<file path="src/rtl/obstacle_scheduler.sv">
// obstacle_scheduler: sequences the Car_Dash obstacle field.
// On every scroll tick the visible row buffer moves one row toward the car
// and a fresh row is fetched from the random row generator. The bottom row
// is checked against the car lane, and the scroll period shrinks every
// LEVEL_ROWS scrolls down to TICK_MIN.
// Optional build macro GAP_ROW_EN: only every second scroll in RUN fetches
// a new row, so an all-zero gap row always separates generated rows.
module obstacle_scheduler #(
   parameter int unsigned ROWS       = 8,
   parameter int unsigned TICK_INIT  = 50000000,
   parameter int unsigned TICK_MIN   = 10000000,
   parameter int unsigned TICK_STEP  = 2000000,
   parameter int unsigned LEVEL_ROWS = 16
) (
   input  logic               clk,
   input  logic               rst,
   input  logic               start,
   input  logic [3:0]         car_lane,
   output logic               seq_req,
   input  logic               seq_valid,
   input  logic [15:0]        seq,
   output logic [16*ROWS-1:0] rows,
   output logic               scroll,
   output logic               collision,
   output logic [15:0]        score,
   output logic               busy
);

   typedef enum logic [2:0] {
      S_IDLE,
      S_REQ,
      S_WAIT,
      S_RUN,
      S_CRASH
   } state_t;

   state_t      state;
   state_t      state_nxt;
   logic [31:0] tick_cnt;
   logic [31:0] period;
   logic [31:0] level_cnt;
   logic [15:0] bottom;

   logic active;     // tick counter and collision check are live
   logic hit;        // car lane occupied in the bottom row
   logic go;         // start accepted (IDLE or CRASH)
   logic tick_wrap;  // tick counter at period-1
   logic do_scroll;  // shift actually performed (no collision this cycle)
   logic do_load;    // generator row actually captured

`ifdef GAP_ROW_EN
   logic gap_req;    // next RUN scroll fetches a row; cleared so the first RUN scroll leaves a gap
`endif

   assign bottom = rows[16*(ROWS-1) +: 16];

   // Next-state and per-cycle control decode; collision overrides scroll and load.
   always_comb begin
      // NOTE: every signal written here gets a default first, so no path can leave one unassigned and infer a latch.
      state_nxt = state;
      active    = (state == S_REQ) || (state == S_WAIT) || (state == S_RUN);
      hit       = active && bottom[car_lane];
      go        = start && ((state == S_IDLE) || (state == S_CRASH));
      tick_wrap = active && (tick_cnt == period - 32'd1);
      do_scroll = tick_wrap && !hit;
      do_load   = (state == S_WAIT) && seq_valid && !hit;

      unique case (state)
         S_IDLE:  if (start) state_nxt = S_REQ;
         S_REQ:   state_nxt = S_WAIT;
         S_WAIT:  if (seq_valid) state_nxt = S_RUN;
         S_RUN: begin
`ifdef GAP_ROW_EN
            if (tick_wrap && gap_req) state_nxt = S_REQ;
`else
            if (tick_wrap) state_nxt = S_REQ;
`endif
         end
         S_CRASH: if (start) state_nxt = S_REQ;
         default: state_nxt = S_IDLE;
      endcase

      if (hit) state_nxt = S_CRASH;
   end

   // State register.
   always_ff @(posedge clk) begin
      // NOTE: sequential state is updated with <= so every register samples pre-edge values, independent of block order.
      if (rst) state <= S_IDLE;
      else     state <= state_nxt;
   end

   // Row buffer, tick/level counters, period, score and registered outputs.
   always_ff @(posedge clk) begin
      if (rst) begin
         // NOTE: the row buffer is driven straight to the display, so it is reset like any control register rather than left as uninitialised storage.
         rows      <= '0;
         tick_cnt  <= '0;
         level_cnt <= '0;
         period    <= TICK_INIT;
         score     <= '0;
         seq_req   <= 1'b0;
         scroll    <= 1'b0;
         collision <= 1'b0;
         busy      <= 1'b0;
      end else begin
         seq_req   <= (state_nxt == S_REQ);
         busy      <= (state_nxt == S_REQ) || (state_nxt == S_WAIT) || (state_nxt == S_RUN);
         collision <= (state_nxt == S_CRASH);
         scroll    <= do_scroll;

         if (go) begin
            rows      <= '0;
            tick_cnt  <= '0;
            level_cnt <= '0;
            period    <= TICK_INIT;
            score     <= '0;
         end else if (active && !hit) begin
            tick_cnt <= tick_wrap ? 32'd0 : tick_cnt + 32'd1;

            // Shift first; a coinciding generator row lands in the new top row.
            if (do_scroll)
               rows <= {rows[16*(ROWS-1)-1:0], (do_load ? seq : 16'h0000)};
            else if (do_load)
               rows[15:0] <= seq;

            if (do_scroll) begin
               if (score != 16'hFFFF) score <= score + 16'd1;
               if (level_cnt == LEVEL_ROWS - 1) begin
                  level_cnt <= '0;
                  // Compare before subtracting so the period can never wrap below zero.
                  period    <= (period >= TICK_MIN + TICK_STEP) ? period - TICK_STEP : TICK_MIN;
               end else begin
                  level_cnt <= level_cnt + 32'd1;
               end
            end
         end
      end
   end

`ifdef GAP_ROW_EN
   // Alternate fetch/gap on scrolls taken in RUN; restarted by every accepted start.
   always_ff @(posedge clk) begin
      if (rst || go)                        gap_req <= 1'b0;
      else if ((state == S_RUN) && do_scroll) gap_req <= ~gap_req;
   end
`endif

endmodule

</file>
<file path="config.mk">
export PLATFORM = sky130hd
export DESIGN_NAME = obstacle_scheduler
export DESIGN_NICKNAME = d
export VERILOG_FILES = /design/src/rtl/obstacle_scheduler.sv
export SDC_FILE = /design/constraint.sdc
export NUM_CORES = 1
export LEC_CHECK = 0
export ABC_AREA = 1
export CORE_MARGIN = 2
export CORE_UTILIZATION = 62
export CTS_BUF_LIST = sky130_fd_sc_hd__clkbuf_8
export CTS_CLUSTER_DIAMETER = 50
export DETAILED_ROUTE_END_ITERATION = 10
export GPL_TIMING_DRIVEN = 0
export PLACE_DENSITY = 0.88
export SLEW_MARGIN = 40
export SYNTH_ARGS = -nofsm -noshare
export SYNTH_HDL_FRONTEND = slang
export SYNTH_SLANG_ARGS = --single-unit
</file>
<file path="constraint.sdc">
create_clock -name clk -period 4.2 [get_ports clk]
set_input_delay 1.26 -clock clk [delete_from_list [all_inputs] [get_ports clk]]
set_output_delay 1.26 -clock clk [all_outputs]
set_load 0.05 [all_outputs]
</file>
Word level (Yosys, flattened, before mapping). Index checks and enable logic that the tools add are counted.

Register bits after elaboration: 247. Input bits: 24. Output and inout port bits: 148. Logic and storage cells: 63.

$add $sub $neg: 5. Order comparisons: 2. Eq/ne operators: 11. Mux-type cells: 13. Reduce and logical (&&, ||, !) cells: 21.

Operators by type and width (number): $mux W32 (3); $add A32 B1 Y32 const B (2); $mux W16 (3); $eq A32 B32 Y1 (1); $eq A32 B4 Y1 const B (1); $ge A32 B24 Y1 const B (1); $sub A32 B1 Y32 const B (1); $sub A32 B21 Y32 const B (1); $add A16 B1 Y16 const B (1); $ne A16 B16 Y1 const B (1); $eq A3 B2 Y1 const B (4); $mux W3 (4); $pmux W3 S4 (1); $logic_and A1 B1 Y1 (7); $eq A3 B1 Y1 const B (2); $eq A3 B3 Y1 const B (2); $reduce_and A3 Y1 (2); $logic_or A1 B1 Y1 (5); $lt A4 B5 Y1 const B (1); $bmux W1 S4 (1); $reduce_and A2 Y1 (2); $reduce_or A2 Y1 (2); $logic_not A3 Y1 (1); $reduce_bool A2 Y1 (1); 2 further kinds (2).

Depth between registers and ports, before layout.
Word-level depth: 10. Mapped depth: 21.

Least setup slack after synthesis. OpenSTA, ideal clock, no wires.

Path kind: input port to flip-flop. From: input port car_lane[0]. To: register tick_cnt[24]. Library setup time: 0.116 ns. Arrival time: 3.061 ns. Required time: 4.084 ns. Slack: 1.023 ns. Stages on the path: 14. Buffers on the path: 2. Cell sequence: buf_2 buf_2 o211ai_1 nand3_1 nand3_1 nand2_1 nor2_4 nand2_1 nor2_1 nand4_1 nor2_2 nand2_1 o21ai_0 nor2_1.

Word-level cells in the longest chain between the ends: 5.

Ends and longest elaborated chain: start: declaration (RTL line 18) `input logic [3:0] car_lane,`; $bmux W1 S4 (RTL line 62) `hit = active && bottom[car_lane];`; $mux W1 (implied by the code) (RTL line 62); $logic_and A1 B1 Y1 (RTL line 62); $logic_not A1 Y1 (RTL line 118) `end else if (active && !hit) begin`; $logic_and A1 B1 Y1 (RTL line 118); end signal: assignment (RTL line 119) `tick_cnt <= tick_wrap ? 32'd0 : tick_cnt + 32'd1;`; end: declaration (RTL line 39) `logic [31:0] tick_cnt;`.

Every way passes these cells. The select of a mux whose other input is x is not followed. A chain may end at the register's enable or synchronous reset.

Worst setup path after layout.
From: input port car_lane[0]. To: register tick_cnt[5].

Same word-level chain as after synthesis.

==> results by group <==
Place
  • Gpl congestion: 0.9389
  • IO buf count: 168
  • Cell Area, Placed: 14910 sq um
  • Post-DP HPWL: 31480 microns

Synthesis
  • YS warnings: 0
  • Post-Syn Instances: 1953
  • Post-Syn Nets: 1981
  • Seq/Total Area, Yosys: 37.29%
  • Yosys top cell area share: 37.29%
  • Post-synth EDFFs: 0
  • Synth top area cells: dfxtp_1 (37%), nor2_1 (11%), nand2_1 (11%), inv_1 (5.6%), o21ai_0 (5.5%)
  • Asr flop ratio synth: 0%
  • Mapped cell area: 12880 sq um
  • Commonest register cell after synthesis: dfxtp_1
  • Synth unique cells: 45
  • Flops & latches, synth: 240
  • Synthesized area per cell: 6.597 sq um
  • Cell taking the most area after synthesis: dfxtp_1

Global route
  • Global-route wire length before repair: 64330 microns
  • Initial antenna violation count: 0
  • GRT Overall Usage: 35.98%
  • Largest net degree at the start of global routing: 12
  • Gr ovfl total: 0
  • Vias in the first global route: 13050

STA
  • Unrepaired setup endpoints after global routing: no
  • Layout Skew: 0.03132 ns
  • Final min period: 3.579 ns
  • Achievable frequency: 279.4 MHz
  • Worst-Margin Slew: 0.7073 ns
  • # setup viols final: 0
  • Final Hold Fails: 0
  • Final period utilization: 85.21%
  • Slew HR: 52.84%
  • Max Slew Vio Count: 0
  • Setup TNS: 0 ns

Power
  • Power Total: 4.838 mW
  • Peak supply drop: 0.2836 mV
  • PwrDens: 306.0 nW/um^2
  • Pleak: 6.047 nW

Die
  • Chip height: 148.2 microns
  • Area of the core: 20300 sq um
  • Die Area: 21950 sq um
  • Row count: 52
  • Die span in x: 148.2 microns
  • Initial Utilization: 63.47%
  • Io pins: 172

Route
  • Initial DRC Count: 973
  • Final ANT Viol Nets: 0
  • TritonRoute pass-1 iters: 7
  • DRC: 0
  • DR vias: 13980
  • Vias/cell: 5.683
  • Routed length per placed instance: 16.73 microns
  • Routed wire length: 41150 microns

Worst setup path
  • Crit path DAT: 4.01 ns
  • CP Class: primary input to flop
  • R2R setup slack: 0.87 ns
  • FF-to-FF End: level_cnt[19]$_SDFFE_PP0P_
  • Worst reg-to-reg path cell count: 16
  • Worst R2R Start: period[7]$_SDFFE_PP1P_
  • Startpoint types: primary input
  • Critical Path Sink Type: flop
  • Critical Path RT: 4.63 ns
  • Max FO, Critical Path: 10

Run status
  • Status: finished clean

Clock tree
  • Clock slew at reported path FFs: 0.06 ns
  • Postcts setup bufs: 0
  • Clock Tree Buf Depth: 3
  • H-tree levels: 2
  • CTS tree: done
  • Post-CTS Resized: 0
  • Clk root buf: clkbuf_8
  • Worst-Skew Late Latency: 0.56 ns
  • Post-CTS Hold Buffers: 0
  • Clock sink count: 240
  • CTS buffer count: 40

Layout
  • Fillers: 1536
  • Finished Cell Area: 15810 sq um
  • Register area: 4805 sq um
  • Final Util: 77.88%
  • Layout area overhead: 22.70%
  • Final nets: 2191
  • Share of layout cells above drive strength 1: 7.352%
  • Multi-input logic area: 6817 sq um
  • Antenna Cells: 0

Min path
  • Hold path depth: 2
  • Hold Path End: rows[115]$_SDFFE_PP0P_
  • Hold crit path type: flop to flop
  • Min-delay src: rows[115]$_SDFFE_PP0P_

Job
  • Max_cap viols: 0
-- layout by cell type (no fill, tap or decap), types with 17 or more instances in the layout --
cell type	instances
clkbuf_1	41
buf_2	19
xor2_1	33
buf_6	18
nor3_1	45
nand4_1	69
dfxtp_1	240
a21oi_1	93
inv_1	200
o21ai_0	141
clkbuf_8	53
nand3b_1	26
nor2_1	386
nand3_1	138
clkdlybuf4s50_1	168
nand2_1	372
nor4_1	18
o21ai_1	17
-- cell type report --
cell class,count,share of cell area [%]
inverter,201,4.780
clock buffer,53,4.614
tap,270,2.137
timing repair buffer,168,10.64
buffer,88,3.308
sequential,240,30.39
clock inverter,16,1.021
multi-input combinational,1424,43.11
-- worst max path at each step --
stage | startpoint | end
6_report | car_lane[0] | tick_cnt[5]$_SDFFE_PP0P_
5_1_grt | car_lane[0] | tick_cnt[7]$_SDFFE_PP0P_
4_1_cts | car_lane[0] | tick_cnt[5]$_SDFFE_PP0P_
3_5_place_dp | car_lane[2] | tick_cnt[12]$_SDFFE_PP0P_
3_3_place_gp | car_lane[2] | tick_cnt[5]$_SDFFE_PP0P_
2_1_floorplan | car_lane[0] | tick_cnt[24]$_SDFFE_PP0P_
-- stage by stage --
stage | instances | setup WS [ns] | hold slack [ns]
2_1_floorplan | 1953 | 1.023 | 0.4533
3_3_place_gp | 2391 | 0.2271 | 0.4562
3_5_place_dp | 2391 | 0.1939 | 0.4641
4_1_cts | 2460 | 0.7181 | 0.4734
5_1_grt | 2460 | 0.5234 | 0.4920
6_report | 2460 | 0.6213 | 0.4697
-- synthesized netlist by cell type (4+ instances only) --
library cell	n
nand2_2	12
nand3b_1	26
nor2_4	15
dfxtp_1	240
inv_2	5
nor2_2	12
ha_1	4
buf_4	9
buf_2	19
nand3_1	138
clkbuf_1	41
nor2_1	386
a21oi_1	93
xor2_1	33
inv_1	192
nand4_1	69
o211ai_1	5
xnor2_1	11
o21ai_0	141
buf_6	18
nor4_1	19
o21ai_1	17
nand2_1	372
nor3_1	45
-- sequential cells by signal (all words and copies together), names as in the netlist --
name	count
collision	1
state	3
seq_req	1
level_cnt	32
period	25
rows	128
tick_cnt	32
scroll	1
score	16
busy	1
-- cell families (layout without fill, tap and decap cells) --
group                      Yosys count  after routing  synth area share [%]
DFF                                240            240                 37.29
AOI/OAI and AO/OA                  269            269                 10.81
and+or+nand+nor                   1106           1106                 38.42
xor gates and xnor gates            45             45                 3.166
adders and majority gates            4              4                0.3884
buffers and inverters              289            526                 9.924
-- where the power goes --
group	total (mW)	internal (mW)	switching (mW)	leakage, nW
clock	2.30	1.32	0.977	0.485
combinational	0.255	0.0736	0.181	3.63
sequential	2.29	2.28	0.00421	1.93
total	4.84	3.68	1.16	6.05
-- worst max-delay path, cell delays in order --
cell      delay [ns]
buf_2           0.14
buf_2           0.19
o21ai_0         0.21
nand3_1         0.11
nand3_1         0.11
nand2_1         0.19
nor2_4          0.29
clkbuf_1        0.54
nand2_2         0.26
nand2_1         0.25
inv_2           0.10
buf_2           0.21
nand3b_1        0.11
inv_1           0.04
-- per-layer routing --
layer	GRT usage, %	routed length, microns	vias up
li1	-	-	6766
met1	44.12	16440	6398
met3	6.564	3394	164
met2	60.69	19260	652
met5	0	0	-
met4	18.29	2059	0
No activity file was read; power rests on OpenSTA's default activity.
